**config.mk**
```make
export PLATFORM = sky130hd
export DESIGN_NAME = div_unit
export DESIGN_NICKNAME = d
export VERILOG_FILES = /design/src/rtl/div_pkg.sv /design/src/rtl/div_step.sv /design/src/rtl/div_unit.sv
export SDC_FILE = /design/constraint.sdc
export NUM_CORES = 1
export LEC_CHECK = 0
export BUFFER_PORTS_ARGS = -buffer_cell sky130_fd_sc_hd__buf_2
export CORE_MARGIN = 2
export CORE_UTILIZATION = 50
export CTS_CLUSTER_DIAMETER = 200
export CTS_CLUSTER_SIZE = 30
export DETAILED_ROUTE_END_ITERATION = 10
export PLACE_DENSITY = 0.67
export SYNTH_ARGS = -nofsm -noshare
export SYNTH_HDL_FRONTEND = slang
export SYNTH_SLANG_ARGS = --single-unit
```
**constraint.sdc**
```tcl
create_clock -name clk -period 3.9 [get_ports clk]
set_clock_uncertainty 0.2 [all_clocks]
set_input_delay 0.195 -clock clk [delete_from_list [all_inputs] [get_ports clk]]
set_output_delay 0.195 -clock clk [all_outputs]
set_load 0.02 [all_outputs]
```
**src/rtl/div_pkg.sv**
```systemverilog
// div_pkg: shared state encoding, operation-select codes and default width for the divider.
package div_pkg;
  typedef enum logic [1:0] {IDLE, CALC, FIX, DONE} state_t;
  localparam logic DIV_SEL_UNSIGNED = 1'b1;
  localparam logic DIV_SEL_SIGNED = 1'b0;
  localparam int DIV_WIDTH = 32;
endpackage

```
**src/rtl/div_step.sv**
```systemverilog
// div_step: one combinational restoring-division iteration (shift in a dividend bit, compare, subtract).
module div_step import div_pkg::*; #(
  parameter int WIDTH = DIV_WIDTH
) (
  input  logic [WIDTH-1:0] prem,
  input  logic             din,
  input  logic [WIDTH-1:0] dvs,
  output logic [WIDTH-1:0] prem_next,
  output logic             qbit
);
  logic [WIDTH:0] t;
  // prem < dvs always holds, so the extra top bit only matters for the compare
  assign t = {prem, din};
  assign qbit = t >= {1'b0, dvs};
  assign prem_next = qbit ? t[WIDTH-1:0] - dvs : t[WIDTH-1:0];
endmodule

```
**src/rtl/div_unit.sv**
```systemverilog
// div_unit: iterative radix-2 SDIV/UDIV unit, one quotient bit per cycle.
// Optional remainder output enabled by defining DIV_REMAINDER_EN.
module div_unit import div_pkg::*; #(
  parameter int WIDTH = DIV_WIDTH
) (
  input  logic             clk,
  input  logic             reset,
  input  logic             start,
  input  logic             div_sel,
  input  logic [WIDTH-1:0] dividend,
  input  logic [WIDTH-1:0] divisor,
  output logic             ready,
  output logic             done,
  output logic [WIDTH-1:0] quotient
`ifdef DIV_REMAINDER_EN
  ,
  output logic [WIDTH-1:0] remainder
`endif
);
  localparam int CW = $clog2(WIDTH);
  state_t state, state_n;
  logic [CW-1:0] cnt;
  logic [WIDTH-1:0] dvd, dvs, prem, prem_n;
  logic qbit, qneg, accept, dvd_neg, dvs_neg;
`ifdef DIV_REMAINDER_EN
  logic rneg;
`endif
  assign ready = state == IDLE;
  assign done = state == DONE;
  assign accept = start && ready;
  assign dvd_neg = div_sel == DIV_SEL_SIGNED && dividend[WIDTH-1];
  assign dvs_neg = div_sel == DIV_SEL_SIGNED && divisor[WIDTH-1];
  always_comb begin
    state_n = state == IDLE ? (accept ? (divisor == '0 ? DONE : CALC) : IDLE) :
              state == CALC ? (cnt == '0 ? FIX : CALC) :
              state == FIX  ? DONE : IDLE;
  end
  div_step #(.WIDTH(WIDTH)) u_step (
    .prem(prem),
    .din(dvd[WIDTH-1]),
    .dvs(dvs),
    .prem_next(prem_n),
    .qbit(qbit)
  );
  // dvd doubles as the quotient shift register: dividend bits leave the top, quotient bits enter the bottom
  always_ff @(posedge clk) begin
    if (!reset) begin
      state <= IDLE;
      cnt <= '0;
      dvd <= '0;
      dvs <= '0;
      prem <= '0;
      qneg <= 1'b0;
      quotient <= '0;
`ifdef DIV_REMAINDER_EN
      rneg <= 1'b0;
      remainder <= '0;
`endif
    end else begin
      state <= state_n;
      if (accept) begin
        dvd <= dvd_neg ? -dividend : dividend;
        dvs <= dvs_neg ? -divisor : divisor;
        prem <= '0;
        cnt <= CW'(WIDTH - 1);
        qneg <= dvd_neg ^ dvs_neg;
`ifdef DIV_REMAINDER_EN
        rneg <= dvd_neg;
`endif
        if (divisor == '0) begin
          quotient <= '0;
`ifdef DIV_REMAINDER_EN
          remainder <= dividend;
`endif
        end
      end
      if (state == CALC) begin
        prem <= prem_n;
        dvd <= {dvd[WIDTH-2:0], qbit};
        cnt <= cnt - 1'b1;
      end
      if (state == FIX) begin
        quotient <= qneg ? -dvd : dvd;
`ifdef DIV_REMAINDER_EN
        remainder <= rneg ? -prem : prem;
`endif
      end
    end
  end
endmodule
```
**Word level (Yosys, flattened, before mapping)**

Cells that the tools add are included.

- Bits in registers: 136
- Input bits: 68
- Output and inout bits: 34

- Add/sub/neg operators: 5
- Order comparisons: 1
- Equality and inequality tests: 3
- Mux-type cells: 19
- Bitwise gates (word level): 2
- Reduce and logical (&&, ||, !) cells: 10

Operator list:

| cell | number |
|---|---|
| two-way mux 32 bit | 11 |
| negator 32 bit | 3 |
| >= comparator 33 x 32 -> 1 bit | 1 |
| zero test 32 bit | 1 |
| subtractor 32 bit | 1 |
| two-way mux 2 bit | 6 |
| two-way mux 5 bit | 2 |
| nonzero test 2 bit | 3 |
| zero test 5 bit | 1 |
| subtractor 5 x 1 -> 5 bit, second input constant | 1 |
| == test 2 bit, second input constant | 2 |
| logical AND 1 bit | 3 |
| == test 2 x 1 -> 1 bit, second input constant | 1 |
| zero test 2 bit | 1 |
| AND reduction 2 bit | 1 |
| NOT 1 bit | 1 |
| XOR 1 bit | 1 |

**Logic depth before layout (Yosys ltp)**

- Depth in word-level cells: 5
- Depth in mapped cells: 13
- Gate-level depth less buffers: 11

**Cells and area by module**

Synthesis repeated with hierarchy kept, for this count alone.

- Cell total of the unflattened synthesis: 1200
- Area, all modules: 9470.3 µm²

By module, submodules not included:

| module | times used | cells each | area an instance (µm²) | seq. area each (µm²) |
|---|---|---|---|---|
| div_unit | 1 | 859 | 7128.1 | 2722.6 |
| div_step | 1 | 341 | 2342.2 | 0.0 |

**Least setup slack after synthesis**

OpenSTA, ideal clock, no wires.

- Path kind: register to register
- From: register dvs[7]
- To: register prem[10]
- Setup time: 128 ps
- Arrival time: 2689 ps
- Required time: 3572 ps
- Slack: 883 ps
- Stages on the path, launching flop included: 13
- Path buffers: 2
- Path through: dfxtp_1 -> inv_1 -> ha_1 -> and4_1 -> and3_1 -> a21boi_1 -> o21ai_0 -> and3_1 -> o41ai_1 -> buf_2 -> buf_2 -> mux2i_1 -> o21ai_0

- Cells in the longest elaborated chain, start to end: 3
- Elaborated cells between the ends (all ways): 4
- Classes of those cells: add/sub (1); order compare (1); mux (2)

RTL lines:

| what | line | source |
|---|---|---|
| start, declared | div_unit.sv:23 | `logic [WIDTH-1:0] dvd, dvs, prem, prem_n;` |
| start signal, assigned | div_unit.sv:63 | `dvs <= dvs_neg ? -divisor : divisor;` |
| subtractor 32 bit or >= comparator 33 x 32 -> 1 bit (tied branches) | div_step.sv:15, div_step.sv:14 |  |
| two-way mux 32 bit (*) | div_step.sv:15 | `assign prem_next = qbit ? t[WIDTH-1:0] - dvs : t[WIDTH-1:0];` |
| two-way mux 32 bit (*) | div_unit.sv:77 | `if (state == CALC) begin` |
| end signal, assigned | div_unit.sv:78 | `prem <= prem_n;` |
| end, declared | div_unit.sv:23 |  |

Every way passes the cells marked *; elsewhere a longest branch is shown, timed or not.
A chain may end at the register's enable or synchronous reset.

**Final worst setup path**

- From: input divisor[8]
- To: register dvs[17]

- Cells in the longest elaborated chain, start to end: 2

RTL lines:

| what | line | source |
|---|---|---|
| start, declared | div_unit.sv:11 | `input logic [WIDTH-1:0] divisor,` |
| negator 32 bit | div_unit.sv:63 |  |
| two-way mux 32 bit | div_unit.sv:63 |  |

No other way between the ends.

==> qor.txt <==
Grt total ovfl: 0
RR Startpoint: dvs[7]
Clock Path Buffers: 2
Power Density: 478.0 nW/um^2
Met2 Use GR: 45.05%
Outcome: completed
Inserted Clock Buffers: 17
Cell variety after synth: 66
Async set or reset register ratio after synthesis: 0%
CP Launch Point: divisor[8]
Final Max Tran Viols: 0
Finished Layout Cells: 1536
Final setup TNS: 0 ps
Die Span Y: 138.3 um
RSZ-0062 raised after global routing: false
Top post-synthesis cells by area: dfxtp_1 (30%), xor2_1 (5.7%), nand2_1 (5.4%)
Top Ports: 102
Antenna viol nets, final: 0
Placed cells: 1433
Worst-path clk slew: 60 ps
Total power draw: 5.279 mW
Leakage: 4.392 nW
EDFF count, synth: 0
Synth Flop Type: dfxtp_1
Total clock sinks: 136
Most frequent cells in the layout: dfxtp_1 (136), nand2_1 (129), buf_2 (101), nor2_1 (95), o21ai_0 (87)
NumNets Final: 1401
Vias: 9030
Final cell utilization of the core: 61.90%
Insertion delay to the later sink of the worst-skew pair: 430 ps
Fin crit share: 87.98%
Crit start category: input pin
Site row count: 49
Endpoints failing hold: 0
H-tree depth: 4
Vias per cell: 5.879
Type of the tightest min-delay check: in2reg
Yosys warning count: 0
Detailed Route Iter0 Violations: 566
Die ar.: 19130 sq um
Detailed Place HPWL: 17700 um
Post-Syn Area: 9019 sq um
Fin crit period: 3431 ps
Largest net degree at the start of global routing: 61
Root Buffer: clkbuf_16
CTS tree: built
Initial antenna violation count: 0
Fraction of layout cells with a size suffix above 1: 13.01%
Number of global-route vias before repair: 8627
Post-CTS sizing: 0
Met3 global-route usage: 4.815%
Slew headroom: 20.37%
Detailed-route wire length: 25480 um
Area share of the largest cell type after synthesis: 30.19%
Commonest non-fill, non-tap cell in the layout: dfxtp_1
Cells after synthesis: 1156
Area grow syn2layout: 22.45%
Port-buffer cells: 101
First-pass GRT wire length: 41600 um
Routed wire per std cell: 16.59 um
Core ar.: 17840 sq um
Crit path capture type: flip-flop
GR peak layer: met2
Drc violations: 0
First-pass DRT Iterations: 5
Maximum vdd drop: 333.6 uV
CP Data Arrival Time: 3550 ps
Max cap viols: 0
Gp weighted congestion: 0.9314
GRT Total Usage: 26.22%
Seq/Total Area, Yosys: 30.19%
Initial Util: 50.55%
Width of the die: 138.3 um
Antenna Cells: 0
Max Fclk: 291.4 MHz
Seq cells post-synth: 136
CP Class: in2reg
Worst-margin pin slew: 1193 ps
Synth Net Count: 1262
Data required, critical path: 4010 ps
Global Route met1 Usage: 32.36%
Mean Syn Cell Area: 7.802 sq um
Post-synth top area cell: dfxtp_1
Pre-CTS setup slack: 673.3 ps
Hold Crit Start: dividend[2]
Final setup margin: 468.6 ps
Max FO, Critical Path: 5
Endpoints failing setup: 0
[metrics by stage]
stage / instance area [sq um] / hold slack, ps
after floorplan: 9019 / 131.0
after global placement: 9697 / 234.6
after detailed placement: 9697 / 237.0
after CTS: 11040 / 39.62
after global routing: 11040 / 67.69
final: 11040 / 60.39
[final timing paths]
path	to	slack, ps	cells past startpoint
worst max-delay path	dvs[17]	470	9
worst min-delay path	dvd[2]	60	4
worst max register to register	prem[29]	650	11
worst min register to register	quotient[28]	250	2
[cell type report]
type	count	area, sq um
fill	1576	6798
multi-input combinational	898	5854
sequential	136	2723
timing repair buffer	188	1351
clock buffer	18	429.2
tap	229	286.5
inverter	54	202.7
clock inverter	13	196.4
[where the power goes]
group	switching, mW	internal (mW)	total (mW)
clock	0.658	1.08	1.73
sequential	0.118	1.51	1.63
combinational	1.10	0.813	1.92
total	1.88	3.40	5.28
[cells by family after synthesis]
logic type | synth area share (%)
and+or+nand+nor | 19.21
AOI/OAI and AO/OA | 26.43
xor gates and xnor gates | 10.97
buffers and inverters | 5.161
adders and majority gates | 5.355
muxes | 2.678
DFF | 30.19
[flip-flops by register name (all words and copies together), names as in the netlist]
register  flops
cnt           5
dvd          32
dvs          32
prem         32
qneg          1
quotient     32
state         2
[critical path, stage by stage]
cell           delay [ps]
dlygate4sd3_1         530
buf_2                 150
or4_4                 550
or3_4                 390
or4_4                 550
o41ai_1               340
xor2_1                180
a21oi_1                80
dlygate4sd3_1         580
[what timing repair did]
action / 4_1_cts / 5_1_grt
hold endpoints to repair: 65 / 0
buffers inserted: 0 / 0
hold buffers: 72 / 0
[routing by layer]
layer,wire length (um),vias to the layer above,part of all wire [%]
li1,-,4453,-
met1,11000,4233,43
met2,12380,282,49
met3,1320,62,5.2
met4,777,0,3.0
met5,0,-,0
[cells in the mapped netlist (9+ instances only)]
library cell / instances
or4_1: 9
a21o_1: 9
nor3_1: 21
o41ai_1: 10
nand2_1: 129
xnor2_1: 54
ha_1: 37
o22ai_1: 10
xor2_1: 59
mux2i_1: 23
nor2_1: 95
o21ai_0: 87
nor2b_1: 9
nand4_1: 10
nor4_1: 10
o31ai_1: 20
clkbuf_1: 60
or3_1: 13
a22oi_1: 42
nand3_1: 15
a21oi_1: 80
a31oi_1: 13
a211oi_1: 30
dfxtp_1: 136
inv_1: 54
and3_1: 13
No activity file was read; power rests on OpenSTA's default activity.
